[src/rtl/hil_result_collector.sv]
// Capture end of the HIL path: skips the pipeline fill, packs DUT output samples
// LSB-first into words and queues them in a FIFO drained by the host over valid/ready.
module hil_result_collector #(
  parameter int DATA_W     = 1,
  parameter int SPW        = 32,
  parameter int LATENCY    = 33,
  parameter int FIFO_DEPTH = 16,
  parameter int COUNT_W    = 16,
  parameter int WORD_W     = DATA_W * SPW
) (
  input  logic               clk_i,
  input  logic               rst_ni,
  input  logic               start_i,
  input  logic [COUNT_W-1:0] num_samples_i,
  input  logic               dut_valid_i,
  input  logic [DATA_W-1:0]  dut_out_i,
  output logic               m_valid_o,
  input  logic               m_ready_i,
  output logic [WORD_W-1:0]  m_data_o,
  output logic               m_last_o,
  output logic               busy_o,
  output logic               done_o,
  output logic               overflow_o
);

  localparam int SLOT_W = (SPW > 1) ? $clog2(SPW) : 1;
  localparam int ADDR_W = $clog2(FIFO_DEPTH);
  localparam int PTR_W  = ADDR_W + 1;

  localparam logic [COUNT_W-1:0] LAT_CNT   = COUNT_W'(LATENCY);
  localparam logic [SLOT_W-1:0]  LAST_SLOT = SLOT_W'(SPW - 1);

  typedef enum logic [1:0] {
    IDLE    = 2'd0,
    FLUSH   = 2'd1,
    CAPTURE = 2'd2,
    DRAIN   = 2'd3
  } state_e;

  state_e              state_q, state_d;
  logic [COUNT_W-1:0]  skip_q, skip_d;
  logic [COUNT_W-1:0]  remain_q, remain_d;
  logic [SLOT_W-1:0]   slot_q, slot_d;
  logic [WORD_W-1:0]   pack_q, pack_d;
  logic                overflow_q, overflow_d;

  logic [PTR_W-1:0]    wr_ptr_q, rd_ptr_q;
  logic [WORD_W:0]     mem_q [FIFO_DEPTH];
  logic [WORD_W:0]     rd_entry;

  logic                fifo_empty, fifo_full;
  logic                push, pop, wr_en;
  logic                push_last;
  logic [WORD_W-1:0]   push_word;
  logic [WORD_W-1:0]   word_w;

  assign fifo_empty = (wr_ptr_q == rd_ptr_q);
  assign fifo_full  = (wr_ptr_q[ADDR_W] != rd_ptr_q[ADDR_W]) &&
                      (wr_ptr_q[ADDR_W-1:0] == rd_ptr_q[ADDR_W-1:0]);
  assign pop        = m_valid_o && m_ready_i;
  // A full FIFO still takes a word when the host frees a slot in the same cycle.
  assign wr_en      = push && (!fifo_full || pop);

  always_comb begin
    // NOTE: every always_comb target gets a default first so no path can infer a latch.
    state_d    = state_q;
    skip_d     = skip_q;
    remain_d   = remain_q;
    slot_d     = slot_q;
    pack_d     = pack_q;
    overflow_d = overflow_q;
    push       = 1'b0;
    push_last  = 1'b0;
    push_word  = '0;
    word_w     = pack_q;
    word_w[int'(slot_q) * DATA_W +: DATA_W] = dut_out_i;

    unique case (state_q)
      IDLE: begin
        if (start_i) begin
          remain_d   = num_samples_i;
          skip_d     = LAT_CNT;
          slot_d     = '0;
          pack_d     = '0;
          overflow_d = 1'b0;
          if (num_samples_i == '0) begin
            state_d = DRAIN;
          end else if (LATENCY == 0) begin
            state_d = CAPTURE;
          end else begin
            state_d = FLUSH;
          end
        end
      end
      FLUSH: begin
        if (dut_valid_i) begin
          skip_d = skip_q - COUNT_W'(1);
          if (skip_q == COUNT_W'(1)) begin
            state_d = CAPTURE;
          end
        end
      end
      CAPTURE: begin
        if (dut_valid_i) begin
          remain_d = remain_q - COUNT_W'(1);
          if ((remain_q == COUNT_W'(1)) || (slot_q == LAST_SLOT)) begin
            push      = 1'b1;
            push_word = word_w;
            push_last = (remain_q == COUNT_W'(1));
            pack_d    = '0;
            slot_d    = '0;
          end else begin
            pack_d = word_w;
            slot_d = slot_q + SLOT_W'(1);
          end
          if (remain_q == COUNT_W'(1)) begin
            state_d = DRAIN;
          end
        end
      end
      DRAIN: begin
        if (fifo_empty) begin
          state_d = IDLE;
        end
      end
      default: state_d = IDLE;
    endcase

    if (push && fifo_full && !pop) begin
      overflow_d = 1'b1;
    end
  end

  // NOTE: sequential state uses non-blocking assignments so every register samples pre-edge values.
  always_ff @(posedge clk_i or negedge rst_ni) begin
    if (!rst_ni) begin
      state_q    <= IDLE;
      skip_q     <= '0;
      remain_q   <= '0;
      slot_q     <= '0;
      pack_q     <= '0;
      overflow_q <= 1'b0;
      wr_ptr_q   <= '0;
      rd_ptr_q   <= '0;
    end else begin
      state_q    <= state_d;
      skip_q     <= skip_d;
      remain_q   <= remain_d;
      slot_q     <= slot_d;
      pack_q     <= pack_d;
      overflow_q <= overflow_d;
      if (wr_en) begin
        wr_ptr_q <= wr_ptr_q + PTR_W'(1);
      end
      if (pop) begin
        rd_ptr_q <= rd_ptr_q + PTR_W'(1);
      end
    end
  end

  // NOTE: storage is left unreset; the pointers define what is valid and outputs are gated below.
  always_ff @(posedge clk_i) begin
    if (wr_en) begin
      mem_q[wr_ptr_q[ADDR_W-1:0]] <= {push_last, push_word};
    end
  end

  assign rd_entry   = mem_q[rd_ptr_q[ADDR_W-1:0]];
  assign m_valid_o  = !fifo_empty;
  assign m_data_o   = m_valid_o ? rd_entry[WORD_W-1:0] : '0;
  assign m_last_o   = m_valid_o && rd_entry[WORD_W];
  assign busy_o     = (state_q != IDLE);
  assign done_o     = (state_q == DRAIN) && fifo_empty;
  assign overflow_o = overflow_q;

endmodule

[config.mk]
export PLATFORM = sky130hd
export DESIGN_NAME = hil_result_collector
export DESIGN_NICKNAME = d
export VERILOG_FILES = /design/src/rtl/hil_result_collector.sv
export SDC_FILE = /design/constraint.sdc
export NUM_CORES = 1
export LEC_CHECK = 0
export CORE_MARGIN = 2
export CORE_UTILIZATION = 51
export CTS_BUF_LIST = sky130_fd_sc_hd__clkbuf_4 sky130_fd_sc_hd__clkbuf_8
export CTS_CLUSTER_DIAMETER = 80
export DETAILED_ROUTE_END_ITERATION = 10
export PLACE_DENSITY_LB_ADDON = 0.1
export SLEW_MARGIN = 20
export SYNTH_ARGS = -nofsm -noshare
export SYNTH_HDL_FRONTEND = slang
export SYNTH_SLANG_ARGS = --single-unit
[constraint.sdc]
create_clock -name clk_i -period 5.9 [get_ports clk_i]
set_clock_uncertainty 0.2 [all_clocks]
set_input_delay 1.18 -clock clk_i [delete_from_list [all_inputs] [get_ports clk_i]]
set_output_delay 1.18 -clock clk_i [all_outputs]
set_load 0.005 [all_outputs]
## Word-level counts from Yosys, hierarchy flattened

Memory sizes are Yosys's and may differ from the RTL's.
Index checks and enable logic that the tools add are counted.
W data, S select, Z words.

- Register bits after elaboration: 82
- Latch bits: 0
- RAM bits: 528
- ROM bits: 0
- Bits of input ports: 22
- Word-level logic and storage cells: 93
- Memories kept: 1

Memory list:

| memory | depth | bits a word | rd ports | clocked after memory_dff | wr ports | RTL line | source |
|---|---|---|---|---|---|---|---|
| mem_q | 16 | 33 | 1 | 0 | 1 | 48 | `logic [WORD_W:0] mem_q [FIFO_DEPTH];` |

- $add $sub $neg: 6
- $mul: 0
- Divide/modulo/power cells: 0
- Order comparisons: 0
- Eq/ne operators: 15
- Shifts and indexed selects: 2
- Multiplexer cells: 38
- Bitwise logic cells: 0
- Reduce and logical (&&, ||, !) cells: 23

Operators by type and width:

| cell | number |
|---|---|
| $mux W32 | 7 |
| $mux W16 | 4 |
| $pmux W16 S2 | 2 |
| $pmux W32 S2 | 1 |
| $neg A5 Y33 | 1 |
| $shift A1 B33 Y32 const A | 1 |
| $shiftx A1 B33 Y32 | 1 |
| $bwmux W32 | 1 |
| $eq A16 B1 Y1 const B | 2 |
| $sub A16 B1 Y16 const B | 2 |
| $logic_not A16 Y1 | 1 |
| $add A5 B1 Y5 const B | 3 |
| $mux W5 | 3 |
| $mux W2 | 7 |
| $ne A2 B2 Y1 const B | 6 |
| $mux W1 | 11 |
| $pmux W5 S2 | 1 |
| $reduce_bool A2 Y1 | 5 |
| $pmux W2 S4 | 1 |
| $logic_and A1 B1 Y1 | 7 |
| $reduce_and A3 Y1 | 2 |
| $reduce_and A6 Y1 | 1 |
| $eq A5 B5 Y1 | 1 |
| $eq A5 B5 Y1 const B | 1 |
| other kinds (8) | 12 |

## Longest topological paths before layout

- Depth in word-level cells: 9
- Gate-level depth with buffers: 12
- Gate-level depth less buffers: 10

## Worst setup path before layout

OpenSTA, ideal clock, no wires.

- Path kind: input-to-reg
- From: input dut_valid_i
- To: memory mem_q[3][0] (netlist name) (enable)
- Library setup time: 464 ps
- Data arrival time: 4125 ps
- Data required time: 5236 ps
- Setup slack: 1110 ps
- Cell stages on the path: 5
- Buffers on the path: 1
- Path through: buf_2 -> nand2_1 -> a21oi_2 -> nand3_1 -> nor3_1

- Word-level cells in the longest chain between the ends: 5

Ends and longest elaborated chain:

| item | RTL line | source |
|---|---|---|
| start: declaration | 15 | `input logic dut_valid_i,` |
| $mux W1 | 104 | `if (dut_valid_i) begin` |
| $mux W1 | 78 | `unique case (state_q)` |
| $logic_and A1 B1 Y1 | 62 | `assign wr_en = push && (!fifo_full \|\| pop);` |
| $mux W1 | 163 | `if (wr_en) begin` |
| $mux W1 (implied by the code) | 164 | `mem_q[wr_ptr_q[ADDR_W-1:0]] <= {push_last, push_word};` |
| end: declaration | 48 |  |

Every way passes these cells.

## Final worst setup path

- From: register rd_ptr_q[1]
- To: output m_data_o[18]

- Word-level cells in the longest chain between the ends: 2
- Elaborated cells between the ends (all ways): 3
- Those cells by class: eq/ne (1); mux (1); memory (1)

Ends and longest elaborated chain:

| item | RTL line | source |
|---|---|---|
| start: declaration | 47 | `logic [PTR_W-1:0] wr_ptr_q, rd_ptr_q;` |
| start signal: assignment | 156 | `rd_ptr_q <= rd_ptr_q + PTR_W'(1);` |
| $mem_v2 Z16 W33 or $eq A5 B5 Y1 (tied branches) | -- |  |
| $mux W32 (*) | 170 | `assign m_data_o = m_valid_o ? rd_entry[WORD_W-1:0] : '0;` |
| end: declaration | 19 | `output logic [WORD_W-1:0] m_data_o,` |

Mark *: on every way between the ends. The rest lies on a longest branch, timed or not.

==> flow_summary.yaml <==
placed_design:
  dp_hpwl_um: 32910
  port-buffer-count: 58
  placedCellCount: 2187
  place_ws_ps: 1301
  placed_cell_area_um2: 27150
  routabilityCongestion: 0.9155
yosys:
  synthCells: 1512
  yosysUniqueCellTypes: 63
  postSynthNetCount: 1552
  synth_sequential_area_ratio: 0.6961
  async_reset_ff_frac: 0.1344
  post_synth_and_or_nand_nor_area_fraction: 0.06722
  synth-edff-count: 528
  netlist_top_cells_area: "sky130_fd_sc_hd__edfxtp_1, sky130_fd_sc_hd__mux4_2, sky130_fd_sc_hd__dfrtp_1, sky130_fd_sc_hd__mux2i_1, sky130_fd_sc_hd__a211oi_1"
  syn_area_um2: 25720
  ys.flop_type: "sky130_fd_sc_hd__edfxtp_1"
  post_synth_xor_area_fraction: 0.008512
  synth.area.mux_share: 0.1434
  synth_top_family_by_area: "multiplexers"
  syn_area_per_cell_um2: 17.01
  synth_fa_ha_area_frac: 0.008755
  synthDominantCellAreaShare: 0.6163
  synth_compound_gate_area_share: 0.05506
  yosys_register_bits: 610
  netlist.top_cell.by_area: "sky130_fd_sc_hd__edfxtp_1"
  synth_warnings: 0
pwr:
  areal_power_density_over_the_cells_nw_per_um2: 395.1
  max-vdd-ir-drop_mv: 0.3636
  static_leakage_power_nw: 8.976
sta:
  finalHoldViolCount: 0
  slew_viol_final: 0
  setup-tns-final_ps: 0
  fin_crit_sh: 0.8897
  clock.fmax_mhz: 190.5
  slew_headroom: 0.2540
  worst-slew-pin-transition_ps: 1115
  setup_repair_after_global_routing_missed_its_margin: "false"
  postLayoutSetupSlackWorst_ps: 651.1
  timing.final.setup_violations: 0
  timing.final.crit_period_ps: 5249
cts:
  worst_skew_pair.late_latency_ps: 690
  cts-buffers-inserted: 100
  htreeDepth: 3
  cts_resized: 0
  clk_root_buffer_cell: "sky130_fd_sc_hd__clkbuf_8"
  cts_tree: "yes"
  post_cts_hold_buffer_count: 0
  clkSlewWorstSetupHoldPaths_ps: 60
  cts_buffer_depth: 3
  post-cts-setup-buffers: 0
  cts_sinks: 610
job:
  cap_viol_max_count: 0
detailed_routing:
  routed_vias_inst: 5.996
  detail_route.first_pass.iterations: 7
  routed_wl_um: 59080
  num_vias: 14220
  route.antenna.remaining_nets: 0
  wl_per_instance_um: 24.91
  drt_iter0_drc: 1171
  drc_errors: 0
floorplanning:
  floorplan_row_count: 82
  floorplan.initialDensity: 0.5148
  floorplan.die.height_um: 228.6
  io_pins: 59
  placeableCoreArea_um2: 49970
  die_area_um2: 52250
  chipWidth_um: 228.6
global_routing:
  grt_start_max_net_pins: 102
  grt_remaining_overflow: 0
  first_global_vias: 14570
  antenna_found_initial: 0
  globalRouteTotalUtil: 0.2314
  global_route_wire_length_before_repair_um: 90380
setup_path:
  crit_cells: 6
  critical_path.reg2reg.startpoint: "slot_q[0]$_DFFE_PN0P_"
  reg2regPathDepth: 10
  worst-r2r-setup-slack_ps: 1300
  critical_path.n_buffers_inverters: 2
  critPathMaxFanout: 25
  cp_slowest_cell: "sky130_fd_sc_hd__and2_2"
  r2r-end: "mem_q[10][5]$_DFFE_PP_"
  critical_path.startpoint: "rd_ptr_q[1]$_DFFE_PN0P_"
  worst_ep_required_time_ps: 4520
  crit_path_max_incr_delay_ps: 920
  crit_chain: "xor2_1 -> nor4_1 -> and2_2 -> buf_4 -> a211oi_1 -> clkdlybuf4s50_1"
  crit_end: "m_data_o[18]"
  worstPathArrival_ps: 3870
  timing.critical_path.from_type: "flip-flop"
  crit_path_category: "reg -> out"
  timing.critical_path.to_type: "output port"
  timing.critical_path.max_delay_family: "simple AND/OR/NAND/NOR gates"
finish:
  stdcell_count: 2372
  layout.cell_area.non_filler_um2: 29160
  drive_above_1_share: 0.2237
  area_delta_synth_final_pct: 13.35
  layout.nets: 1657
run_status:
  run_status: "completed"
worst_hold_path:
  hold_path.class: "in -> async"
## power by group
group          switching [mW]  internal (mW)  total [mW]
clock                    1.65           1.99        3.64
combinational            1.61           1.26        2.88
sequential              0.241           4.77        5.01
total                    3.51           8.01        11.5
## cells in the final DEF, fill, tap and decap left out, drive strengths merged, types with 13 or more instances in the layout
master and count:
a211oi 66, a21oi 37, a32o 14, buf 36, clkbuf 146, clkdlybuf4s50 57, clkinv 33, dfrtp 82
edfxtp 528, ha 18, inv 35, mux2i 67, mux4 132, nand2 46, nand3 36, nor2 81
nor2b 42, nor3 31, o21ai 47, o22ai 29, xor2 13
## cells by family after synthesis
family	after synthesis
compound gates	215
xor+xnor	25
fa+ha+maj	18
buf+inv	122
flops	610
mux	203
simple gates	319
## state kept, by name, summed over array words and instances (netlist names)
| register | cells |
|---|---|
| mem_q | 528 |
| overflow_o | 1 |
| pack_q | 32 |
| rd_ptr_q | 5 |
| remain_q | 16 |
| skip_q | 16 |
| slot_q | 5 |
| state_q | 2 |
| wr_ptr_q | 5 |
## stage by stage
step	total power [mW]	util	hold WS, ps
2_1_floorplan	7.059	-	249.6
3_3_place_gp	7.993	0.5432	268.3
3_5_place_dp	8.026	0.5433	278.5
4_1_cts	11.67	0.5831	135.0
5_1_grt	12.10	0.5835	168.6
6_report	11.52	0.5836	180.3
## layer usage
layer / track usage / vias to the layer above / wire, um / share of wire
met5: 0 / - / 0 / 0
met2: 0.3767 / 442 / 29100 / 0.49
met1: 0.3201 / 7397 / 25420 / 0.43
met4: 0.07292 / 0 / 1215 / 0.021
li1: - / 6291 / - / -
met3: 0.04242 / 92 / 3350 / 0.057
## final cells by class
cell class / count / area, um2
Sequential cell: 610 / 17920
Clock inverter: 38 / 206.4
Fill cell: 3863 / 20810
Inverter: 32 / 120.1
Antenna cell: 1 / 2.502
Multi-Input combinational cell: 780 / 7403
Timing Repair Buffer: 93 / 878.3
Clock buffer: 146 / 1784
Tap cell: 672 / 840.8
## worst min path at each step
stage | end | slack [ps] | cells after the start | from
after floorplan | pack_q[0]$_DFFE_PN0P_ | 250 | 2 | pack_q[0]$_DFFE_PN0P_
after global placement | pack_q[0]$_DFFE_PN0P_ | 270 | 2 | pack_q[0]$_DFFE_PN0P_
after detailed placement | pack_q[5]$_DFFE_PN0P_ | 280 | 1 | pack_q[5]$_DFFE_PN0P_
after CTS | skip_q[7]$_DFFE_PN0P_ | 130 | 1 | rst_ni
after global routing | skip_q[11]$_DFFE_PN0P_ | 170 | 1 | rst_ni
final | skip_q[11]$_DFFE_PN0P_ | 180 | 1 | rst_ni
## synthesized netlist by cell type (all sizes together) (6+ instances only)
cell,count
edfxtp,528
mux4,132
dfrtp,82
nor2,81
mux2i,67
a211oi,66
clkbuf,47
o21ai,47
nand2,46
buf,42
nor2b,42
a21oi,37
nand3,36
inv,32
nor3,31
o22ai,29
ha,18
a32o,14
xor2,13
nor4,12
xnor2,12
and3,11
nand4,10
nand2b,7
or3,7
a31oi,6
nand4b,6
No activity file was read; power rests on OpenSTA's default activity.
